==> src/rtl/irq_bridge_ctrl.sv <==
// Bridge interrupt controller: latches device IRQs as pending, masks them and drives a registered HWInt vector.
// Optional macro IRQ_SYNC_EN adds a 2-flop input synchronizer for asynchronous sources.
module irq_bridge_ctrl #(
  parameter int          N_SRC     = 3,
  parameter logic [31:0] BASE_ADDR = 32'h7F20,
  parameter logic [5:0]  MASK_RST  = 6'h3F,
  parameter logic [5:0]  EDGE_RST  = 6'h00
) (
  input  logic             clk,
  input  logic             reset,
  input  logic [N_SRC-1:0] irq_src,
  input  logic [31:0]      bus_addr,
  input  logic [31:0]      bus_wdata,
  input  logic [3:0]       bus_byteen,
  output logic [31:0]      bus_rdata,
  output logic [5:0]       hwint
);

  logic [N_SRC-1:0] src_s;

`ifdef IRQ_SYNC_EN
  logic [N_SRC-1:0] sync1_q, sync2_q;

  always_ff @(posedge clk or negedge reset) begin
    if (!reset) begin
      sync1_q <= '0;
      sync2_q <= '0;
    end else begin
      sync1_q <= irq_src;
      sync2_q <= sync1_q;
    end
  end

  assign src_s = sync2_q;
`else
  assign src_s = irq_src;
`endif

  logic [N_SRC-1:0] src_q, pend_q, mask_q, edge_q, hwint_q;
  logic [N_SRC-1:0] pend_d, mask_d, edge_d, hwint_d;
  logic [N_SRC-1:0] rise, set, clr;
  logic             hit, wr;
  logic [1:0]       off;
  logic             unused_bits;

  assign hit = (bus_addr & ~32'hF) == BASE_ADDR;
  assign off = bus_addr[3:2];
  assign wr  = hit & bus_byteen[0];
  assign unused_bits = ^{bus_wdata[31:N_SRC], bus_byteen[3:1]};

  // Set wins over a same-cycle W1C so a fresh interrupt is never lost.
  always_comb begin
    rise    = src_s & ~src_q;
    set     = (edge_q & rise) | (~edge_q & src_s);
    clr     = (wr && off == 2'd0) ? bus_wdata[N_SRC-1:0] : '0;
    pend_d  = (pend_q & ~clr) | set;
    mask_d  = (wr && off == 2'd1) ? bus_wdata[N_SRC-1:0] : mask_q;
    edge_d  = (wr && off == 2'd2) ? bus_wdata[N_SRC-1:0] : edge_q;
    hwint_d = pend_d & mask_d;
  end

  always_ff @(posedge clk or negedge reset) begin
    if (!reset) begin
      src_q   <= '0;
      pend_q  <= '0;
      mask_q  <= MASK_RST[N_SRC-1:0];
      edge_q  <= EDGE_RST[N_SRC-1:0];
      hwint_q <= '0;
    end else begin
      src_q   <= src_s;
      pend_q  <= pend_d;
      mask_q  <= mask_d;
      edge_q  <= edge_d;
      hwint_q <= hwint_d;
    end
  end

  always_comb begin
    bus_rdata = '0;
    if (hit) begin
      case (off)
        2'd0:    bus_rdata[N_SRC-1:0] = pend_q;
        2'd1:    bus_rdata[N_SRC-1:0] = mask_q;
        2'd2:    bus_rdata[N_SRC-1:0] = edge_q;
        default: bus_rdata[N_SRC-1:0] = src_s;
      endcase
    end
  end

  always_comb begin
    hwint = '0;
    hwint[N_SRC-1:0] = hwint_q;
  end

endmodule
==> config.mk <==
export PLATFORM = sky130hd
export DESIGN_NAME = irq_bridge_ctrl
export DESIGN_NICKNAME = d
export VERILOG_FILES = /design/src/rtl/irq_bridge_ctrl.sv
export SDC_FILE = /design/constraint.sdc
export NUM_CORES = 1
export LEC_CHECK = 0
export ABC_AREA = 1
export BUFFER_PORTS_ARGS = -buffer_cell sky130_fd_sc_hd__buf_2
export CORE_ASPECT_RATIO = 1.2
export CORE_MARGIN = 1
export CORE_UTILIZATION = 28
export DETAILED_ROUTE_END_ITERATION = 10
export SYNTH_ARGS = -nofsm -noshare
export SYNTH_HDL_FRONTEND = slang
export SYNTH_SLANG_ARGS = --single-unit
export TNS_END_PERCENT = 50
==> constraint.sdc <==
create_clock -name clk -period 1.5 [get_ports clk]
set_clock_uncertainty 0.1 [all_clocks]
set_input_delay 0.225 -clock clk [delete_from_list [all_inputs] [get_ports clk]]
set_output_delay 0.225 -clock clk [all_outputs]
set_load 0.02 [all_outputs]
==> flow_summary.yaml, run 1 <==
cells_and_area:
  seq_area_um2: 379
  finalInstanceArea_um2: 1480
  diodes: 0
  fillers: 441
  multi_input_area_um2: 627
  syn2layout_area_growth_pct: 22.8
  layout-drive-gt1-share: 0.319
  stdcell_count: 280
  layout.nets: 300
outcome:
  violations: "setup timing"
  status: "finished, violations left"
placed_design:
  placed_area_um2: 1400
  dp_hpwl_um: 2080
  port_buffers: 44
  place_ws_ps: -84.7
  dpl.cell_count: 275
  gp_congestion: 0.829
pwr:
  p_leak_nw: 0.797
  power_frac_comb: 0.224
  p_per_area_nw_per_um2: 634
  power_frac_seq: 0.436
  clockPowerShare: 0.340
  max-vdd-ir-drop_mv: 0.459
  p_int_mw: 0.661
  p_switching_mw: 0.280
  power.switching_fraction: 0.297
critical_path:
  max_stage_delay_ps: 520
  required_ps: 1170
  worst-path-buf-inv: 2
  crit_path_start_kind: "flop"
  worst-path-max-fanout: 2
  path_cells: "inv_2 > nor2_4 > a221oi_2 > a21oi_1 > buf_4"
  crit_type: "reg -> out"
  crit_path_end_kind: "output port"
  arrival_ps: 1270
  crit_path_top_delay_cell: "dfstp_2"
  critPathTopFamily: "flip-flops"
  r2r_slack_ps: 550
floorplan:
  die_w_um: 62.0
  start_util: 0.300
  core-area_um2: 4040
  die_area_um2: 4580
  placementRows: 25
  die_y_um: 74.0
  io_pins: 111
worst_hold_path:
  hp-class: "in -> reg"
yosys:
  netlist_area_um2: 1210
  synth_seq_cells: 15
  ys_types: 19
  avgSynthCellArea_um2: 6.91
  ys_seq_area_frac: 0.314
  synthCells: 175
  yosysWarnings: 0
run:
  maxCapViolCount: 0
clock_tree:
  cts_tree: "built"
  cts_root_buf: "clkbuf_8"
  cts.htree.levels: 1
  cts_buffers: 3
  path_clk_slew_ps: 60
  clkSinkCount: 15
  clk_latency_ps: 250
  cts_buffer_depth: 2
timing:
  period_share: 1.06
  setup_ws_ps: -92.4
  post-route-min-period_ps: 1590
  fmax_ghz: 0.628
  drv_slew: 0
  rsz0062_at_grt: "yes"
  hold_slack_ps: 14.1
  finalHoldViolCount: 0
  finalSetupViolCount: 3
drt:
  drt-total-wl_um: 2480
  antenna_left: 0
  num_vias: 1119
  drt-pass1-iter-count: 3
  post_drt_wl_per_cell_um: 8.87
  vias_per_cell: 4.00
  first_iter_violations: 14
  drcViolationCount: 0
global_route:
  overflow: 0
  grt_max_degree: 16
  grt_pass1_wl_um: 4210
  grt_usage: 0.124
  antenna_found_initial: 0
  grt_pass1_vias: 1061
==> metrics by stage <==
stage	util	TNS, ps	total power [mW]
6_report	0.368	-185	0.941
5_1_grt	0.368	-483	1.00
4_1_cts	0.366	-238	0.949
3_5_place_dp	0.346	-86.4	0.620
3_3_place_gp	0.346	-109	0.620
2_1_floorplan	-	0	0.601
==> final timing paths <==
| kind | startpoint | to | cells after the start |
|---|---|---|---|
| worst max-delay path | mask_q[0] | bus_rdata[0] | 5 |
| max in group asynchronous | reset | mask_q[1] | 2 |
| worst max register to register | mask_q[0] | hwint_q[0] | 4 |
| worst min-delay path | irq_src[2] | src_q[2] | 1 |
| worst min register to register | pend_q[1] | pend_q[1] | 2 |
| min in group asynchronous | reset | hwint_q[2] | 2 |
==> power groups by stage <==
stage	clock network [mW]	logic (mW)	registers, mW
3_5_place_dp	0	0.203	0.417
4_1_cts	0.330	0.209	0.410
3_3_place_gp	0	0.203	0.417
6_report	0.320	0.211	0.410
5_1_grt	0.352	0.239	0.410
2_1_floorplan	0	0.184	0.417
==> placed cells by master (no fill, tap or decap) <==
cell type / synthesis / routed
nand3_1: 4 / 4
inv_2: 0 / 2
a21oi_1: 2 / 2
dfrtp_1: 12 / 12
and2_1: 1 / 1
a21oi_2: 3 / 3
a221oi_2: 0 / 1
conb_1: 1 / 32
a41oi_2: 0 / 1
nand4_1: 6 / 6
clkbuf_8: 0 / 3
nand2_2: 3 / 3
nor2_1: 26 / 24
nand3_2: 3 / 3
buf_4: 32 / 7
o21ai_1: 3 / 3
a221oi_1: 2 / 1
nor2_4: 3 / 4
buf_2: 1 / 41
nor2_2: 0 / 1
dfstp_2: 3 / 3
inv_1: 26 / 24
nand2_1: 43 / 43
clkbuf_1: 0 / 1
dlygate4sd3_1: 0 / 1
==> layer usage <==
layer	vias to the layer above	wire length, um	global-route usage
met5	-	0	0
met4	0	37	0.0370
met3	4	98	0.0313
met2	33	1390	0.226
met1	508	954	0.138
li1	574	-	-
==> cell type report <==
type                            count  area share
Timing Repair Buffer               49       0.180
Inverter                           26      0.0658
Tap cell                           54      0.0455
Multi-Input combinational cell    132       0.422
Clock buffer                        4      0.0304
Sequential cell                    15       0.255
==> Yosys cell counts <==
cell type / count / area [um2]
nand2_1: 43 / 161
buf_4: 32 / 240
inv_1: 26 / 97.6
nor2_1: 26 / 97.6
dfrtp_1: 12 / 300
nand4_1: 6 / 37.5
nand3_1: 4 / 20.0
a21oi_2: 3 / 26.3
dfstp_2: 3 / 78.8
nand2_2: 3 / 18.8
nand3_2: 3 / 30.0
nor2_4: 3 / 33.8
o21ai_1: 3 / 15.0
a21oi_1: 2 / 10.0
a221oi_1: 2 / 17.5
a41oi_1: 1 / 8.76
and2_1: 1 / 6.26
buf_2: 1 / 5.00
conb_1: 1 / 3.75
==> cells by family (layout without fill, tap and decap cells) <==
family / after synthesis / after routing / share of synthesized area
AO/OA/AOI/OAI: 11 / 11 / 0.0642
flip-flops: 15 / 15 / 0.314
other: 1 / 32 / 0.00310
buffers and inverters: 59 / 79 / 0.284
AND/OR/NAND/NOR: 89 / 89 / 0.335
==> worst reg2reg max path, cell delays in order (launching register included) <==
cell and delay [ps]:
dfstp_2 520, inv_2 50, nand2_1 70, nand2_2 50, a21oi_2 90
==> flip-flops by register name, summed over array words and instances, names as in the netlist <==
register,flops
edge_q,3
hwint_q,3
mask_q,3
pend_q,3
src_q,3
==> what timing repair did <==
item | CTS | global route
cloned | 0 | 0
setup buffers | 0 | 0
endpoints found under the hold margin | 12 | 0
resized for setup | 7 | 3
setup endpoints to repair | 3 | 3
pin swaps | 2 | 4
hold buffers | 1 | 0
Note: power is estimated with default switching activity, not from simulation.
==> run 2, diff against run 1 <==
--- a/config.mk
+++ b/config.mk
@@ -9,8 +9,9 @@
 export BUFFER_PORTS_ARGS = -buffer_cell sky130_fd_sc_hd__buf_2
 export CORE_ASPECT_RATIO = 1.2
 export CORE_MARGIN = 1
-export CORE_UTILIZATION = 28
+export CORE_UTILIZATION = 35
 export DETAILED_ROUTE_END_ITERATION = 10
+export PLACE_DENSITY = 0.76
 export SYNTH_ARGS = -nofsm -noshare
 export SYNTH_HDL_FRONTEND = slang
 export SYNTH_SLANG_ARGS = --single-unit
==> run 2 against run 1 <==
The run still ends with setup timing left; critical path depth did not move; worst hold slack got worse by 2.1 ps; global-route usage rose by 1.1 points; clock power barely moved; setup slack improved by 9.0 ps; count of clock-buffer cells in the layout did not move; register-to-register slack barely moved; sequential share of layout area rose by 0.48 points; utilization rose by 7.2 points; largest power group unchanged.
==> flow_summary.yaml, run 2 (synthesis results as in run 1) <==
floorplan:
  die_area_um2: 3690
  io_pins: 111
  core-area_um2: 3310
  die_y_um: 66.4
  placementRows: 23
  start_util: 0.365
  die_w_um: 55.6
critical_path:
  worst-path-max-fanout: 2
  crit_path_start_kind: "flop"
  r2r_slack_ps: 550
  critPathTopFamily: "flip-flops"
  crit_type: "reg -> out"
  worst-path-buf-inv: 2
  max_stage_delay_ps: 520
  required_ps: 1170
  path_cells: "inv_2 > nor2_2 > a221oi_2 > a21oi_1 > buf_4"
  arrival_ps: 1260
  crit_path_end_kind: "output port"
  crit_path_top_delay_cell: "dfstp_2"
global_route:
  grt_usage: 0.135
  grt_max_degree: 16
  grt_pass1_vias: 1022
  antenna_found_initial: 0
  grt_pass1_wl_um: 3990
  overflow: 0
timing:
  fmax_ghz: 0.632
  finalHoldViolCount: 0
  rsz0062_at_grt: "yes"
  post-route-min-period_ps: 1580
  period_share: 1.06
  setup_ws_ps: -83.3
  finalSetupViolCount: 2
  hold_slack_ps: 12.0
  drv_slew: 0
worst_hold_path:
  hp-class: "in -> reg"
pwr:
  p_switching_mw: 0.280
  clockPowerShare: 0.340
  p_int_mw: 0.660
  power.switching_fraction: 0.298
  max-vdd-ir-drop_mv: 0.562
  p_per_area_nw_per_um2: 645
  power_frac_comb: 0.223
  p_leak_nw: 0.792
  power_frac_seq: 0.437
  finalPower_mw: 0.939
clock_tree:
  clkSinkCount: 15
  clk_latency_ps: 240
  cts.htree.levels: 1
  path_clk_slew_ps: 60
  cts_root_buf: "clkbuf_8"
  cts_buffer_depth: 2
  cts_buffers: 3
  cts_tree: "built"
placed_design:
  dpl.cell_count: 257
  dp_hpwl_um: 1980
  gp_congestion: 0.828
  port_buffers: 44
drt:
  drt-total-wl_um: 2410
  drt-pass1-iter-count: 5
  drcViolationCount: 0
  vias_per_cell: 4.26
  first_iter_violations: 24
  num_vias: 1115
  post_drt_wl_per_cell_um: 9.20
  antenna_left: 0
cells_and_area:
  diodes: 0
  layout_common_cells: "nand2_1, buf_2, conb_1"
  stdcell_count: 262
  layout.nets: 299
  final_common_cell: "nand2_1"
  layout-drive-gt1-share: 0.324
  syn2layout_area_growth_pct: 20.5
run:
  maxCapViolCount: 0
outcome:
  violations: "setup timing"
  status: "finished, violations left"
==> run 2: worst reg2reg max path: cells and delay by family, from the launching register on <==
| kind | cells | cell delay [ps] |
|---|---|---|
| and+or+nand+nor | 2 | 130 |
| AOI/OAI and AO/OA | 1 | 90 |
| buffers and inverters | 1 | 40 |
| DFF | 1 | 520 |
==> run 2: path summary, 6_finish.rpt <==
kind	startpoint	end	cells after the start
max	mask_q[0]	bus_rdata[0]	5
min	irq_src[0]	src_q[0]	1
max reg2reg	mask_q[0]	hwint_q[0]	4
min reg2reg	pend_q[1]	pend_q[1]	2
max in group asynchronous	reset	mask_q[2]	2
min in group asynchronous	reset	src_q[0]	2
==> run 2: metrics by stage <==
| stage | setup TNS (ps) | cell area [um2] | setup slack, ps | util |
|---|---|---|---|---|
| final | -166 | 1460 | -83.3 | 0.440 |
| after global routing | -438 | 1460 | -161 | 0.440 |
| after CTS | -209 | 1450 | -101 | 0.437 |
| after detailed placement | -96.8 | 1370 | -81.4 | 0.414 |
| after global placement | -67.6 | 1370 | -67.6 | 0.414 |
| after floorplan | 0 | 1330 | 29.8 | - |
==> run 2: power by group through the flow <==
| stage | Combinational [mW] | Sequential (mW) | Clock [mW] |
|---|---|---|---|
| final | 0.209 | 0.410 | 0.319 |
| after floorplan | 0.184 | 0.417 | 0 |
| after detailed placement | 0.201 | 0.417 | 0 |
| after CTS | 0.206 | 0.410 | 0.331 |
| after global placement | 0.198 | 0.417 | 0 |
| after global routing | 0.231 | 0.410 | 0.357 |
==> run 2: metal layers <==
| metal | GRT usage | vias to the layer above | wire length, um |
|---|---|---|---|
| li1 | - | 573 | - |
| met1 | 0.134 | 498 | 891 |
| met2 | 0.277 | 39 | 1380 |
| met3 | 0.0372 | 5 | 113 |
| met4 | 0.0281 | 0 | 23 |
| met5 | 0 | - | 0 |
==> run 2: cell type report <==
| cell class | count | area, um2 |
|---|---|---|
| Multi-Input combinational cell | 132 | 628 |
| Tap cell | 37 | 46.3 |
| Fill cell | 348 | 1850 |
| Inverter | 26 | 97.6 |
| Sequential cell | 15 | 379 |
| Clock buffer | 4 | 45.0 |
| Timing Repair Buffer | 48 | 260 |
==> run 2: repair_timing <==
item	CTS	global route
setup buffers	0	0
endpoints found under the setup margin	3	3
pin swaps	3	3
resized for setup	8	3
hold endpoints to repair	12	0
hold buffers	1	0
==> run 3, diff against run 2 <==
--- a/config.mk
+++ b/config.mk
@@ -8,10 +8,11 @@
 export ABC_AREA = 1
 export BUFFER_PORTS_ARGS = -buffer_cell sky130_fd_sc_hd__buf_2
 export CORE_ASPECT_RATIO = 1.2
-export CORE_MARGIN = 1
+export CORE_MARGIN = 5
 export CORE_UTILIZATION = 35
 export DETAILED_ROUTE_END_ITERATION = 10
 export PLACE_DENSITY = 0.76
+export REMOVE_ABC_BUFFERS = 1
 export SYNTH_ARGS = -nofsm -noshare
 export SYNTH_HDL_FRONTEND = slang
 export SYNTH_SLANG_ARGS = --single-unit
==> run 3 against run 2 <==
The run still ends with setup timing left; critical endpoint unchanged; utilization increased by 1.8 points; fmax decreased by 0.10%; critical path depth unchanged; die area increased by 28%; critical path type unchanged; cell area increased by 5.0%.
==> flow_summary.yaml, run 3 (synthesis results as in run 1) <==
timing:
  finalHoldViolCount: 0
  fmax_ghz: 0.631
  rsz0062_at_grt: "yes"
  period_share: 1.06
  finalSetupViolCount: 3
  setup_ws_ps: -85.0
  drv_slew: 0
  post-route-min-period_ps: 1580
  setup_tns_ps: -184
clock_tree:
  cts_buffers: 3
  cts_root_buf: "clkbuf_8"
  clkSinkCount: 15
  path_clk_slew_ps: 60
  clk_latency_ps: 250
  postCtsSetupBuffers: 0
  cts.htree.levels: 1
  cts_tree: "built"
  cts_buffer_depth: 2
floorplan:
  die_area_um2: 4730
  die_w_um: 63.6
  placementRows: 23
  die_y_um: 74.4
  io_pins: 111
  core-area_um2: 3340
  start_util: 0.362
pwr:
  power.switching_fraction: 0.307
  p_int_mw: 0.669
  p_switching_mw: 0.297
  p_leak_nw: 0.806
  power_frac_comb: 0.234
  power_frac_seq: 0.425
  max-vdd-ir-drop_mv: 0.305
  clockPowerShare: 0.341
  p_per_area_nw_per_um2: 631
drt:
  post_drt_wl_per_cell_um: 10.6
  met2WireLength_um: 1610
  met1_length_um: 917
  antenna_left: 0
  dr.max_layer_used: "met4"
  drt-total-wl_um: 2790
  first_iter_violations: 13
  vias_per_cell: 4.19
  drt-pass1-iter-count: 4
  num_vias: 1101
  wl_met3_um: 171
  drcViolationCount: 0
cells_and_area:
  stdcell_count: 263
  finalInstanceArea_um2: 1530
  diodes: 0
  final_util: 0.458
  fillers: 333
  layout-drive-gt1-share: 0.376
  final_common_cell: "nand2_1"
  syn2layout_area_growth_pct: 26.5
  layout_common_cells: "nand2_1, buf_2, conb_1"
  layout.nets: 300
critical_path:
  crit_path_end_kind: "output port"
  arrival_ps: 1260
  crit_path_start_kind: "flop"
  crit_type: "reg -> out"
  worstRegToRegCells: 4
  required_ps: 1170
  r2r_slack_ps: 550
  reg2reg_from: "mask_q[1]"
  r2r-end: "hwint_q[1]"
  worst-path-max-fanout: 2
global_route:
  grt_pass1_wl_um: 4240
  grt_max_degree: 16
  grt_usage: 0.112
  overflow: 0
  grt_pass1_vias: 1042
  antenna_found_initial: 0
placed_design:
  dp_hpwl_um: 2260
  placed_area_um2: 1380
  gp_congestion: 0.835
  dpl.cell_count: 258
  port_buffers: 44
outcome:
  status: "finished, violations left"
  violations: "setup timing"
worst_hold_path:
  min_from: "irq_src[2]"
  hp-class: "in -> reg"
  holdPathStages: 1
  whs_endpoint: "src_q[2]"
run:
  maxCapViolCount: 0
[run 3: layout make-up]
type,instances,area [um2],share of cell area
Clock buffer,4,45.0,0.0295
Inverter,26,100,0.0655
Multi-Input combinational cell,132,671,0.439
Sequential cell,15,379,0.248
Tap cell,37,46.3,0.0303
Timing Repair Buffer,49,288,0.188
[run 3: what timing repair did]
item	4_1_cts	5_1_grt
hold endpoints to repair	12	0
hold buffers	1	0
resized for setup	8	22
pin swaps	4	8
setup endpoints to repair	3	3
[run 3: per-layer routing]
metal  vias to the layer above  GRT usage
met4                         0     0.0485
met5                         -          0
met1                       490      0.109
li1                        575          -
met3                         8     0.0211
met2                        28      0.226
[run 3: critical path, cell delays in order, from the launching register on]
cell and delay, ps:
dfstp_2 530, inv_2 50, nor2_4 70, a221oi_2 40, a21oi_2 180, buf_6 140
[run 3: how the worst max path moves through the flow]
| stage | slack (ps) | end | startpoint |
|---|---|---|---|
| floorplan | 30 | bus_rdata[1] | bus_addr[31] |
| global placement | -70 | bus_rdata[1] | bus_addr[31] |
| detailed placement | -60 | bus_rdata[1] | bus_addr[29] |
| CTS | -140 | bus_rdata[2] | mask_q[2] |
| global route | -120 | bus_rdata[1] | bus_addr[23] |
| finish | -80 | bus_rdata[0] | mask_q[0] |
[run 3: power groups by stage]
stage / Combinational [mW] / Sequential (mW) / Clock [mW]
after global routing: 0.252 / 0.410 / 0.346
after global placement: 0.199 / 0.417 / 0
after detailed placement: 0.202 / 0.417 / 0
after floorplan: 0.116 / 0.417 / 0
after CTS: 0.209 / 0.410 / 0.338
final: 0.226 / 0.410 / 0.329
[run 3: through the flow]
stage	hold slack (ps)	power (mW)	setup slack [ps]
after floorplan	-171	0.533	29.8
after global placement	39.0	0.616	-66.5
after detailed placement	44.6	0.619	-59.7
after CTS	8.32	0.957	-143
after global routing	18.9	1.01	-120
final	8.42	0.965	-85.0
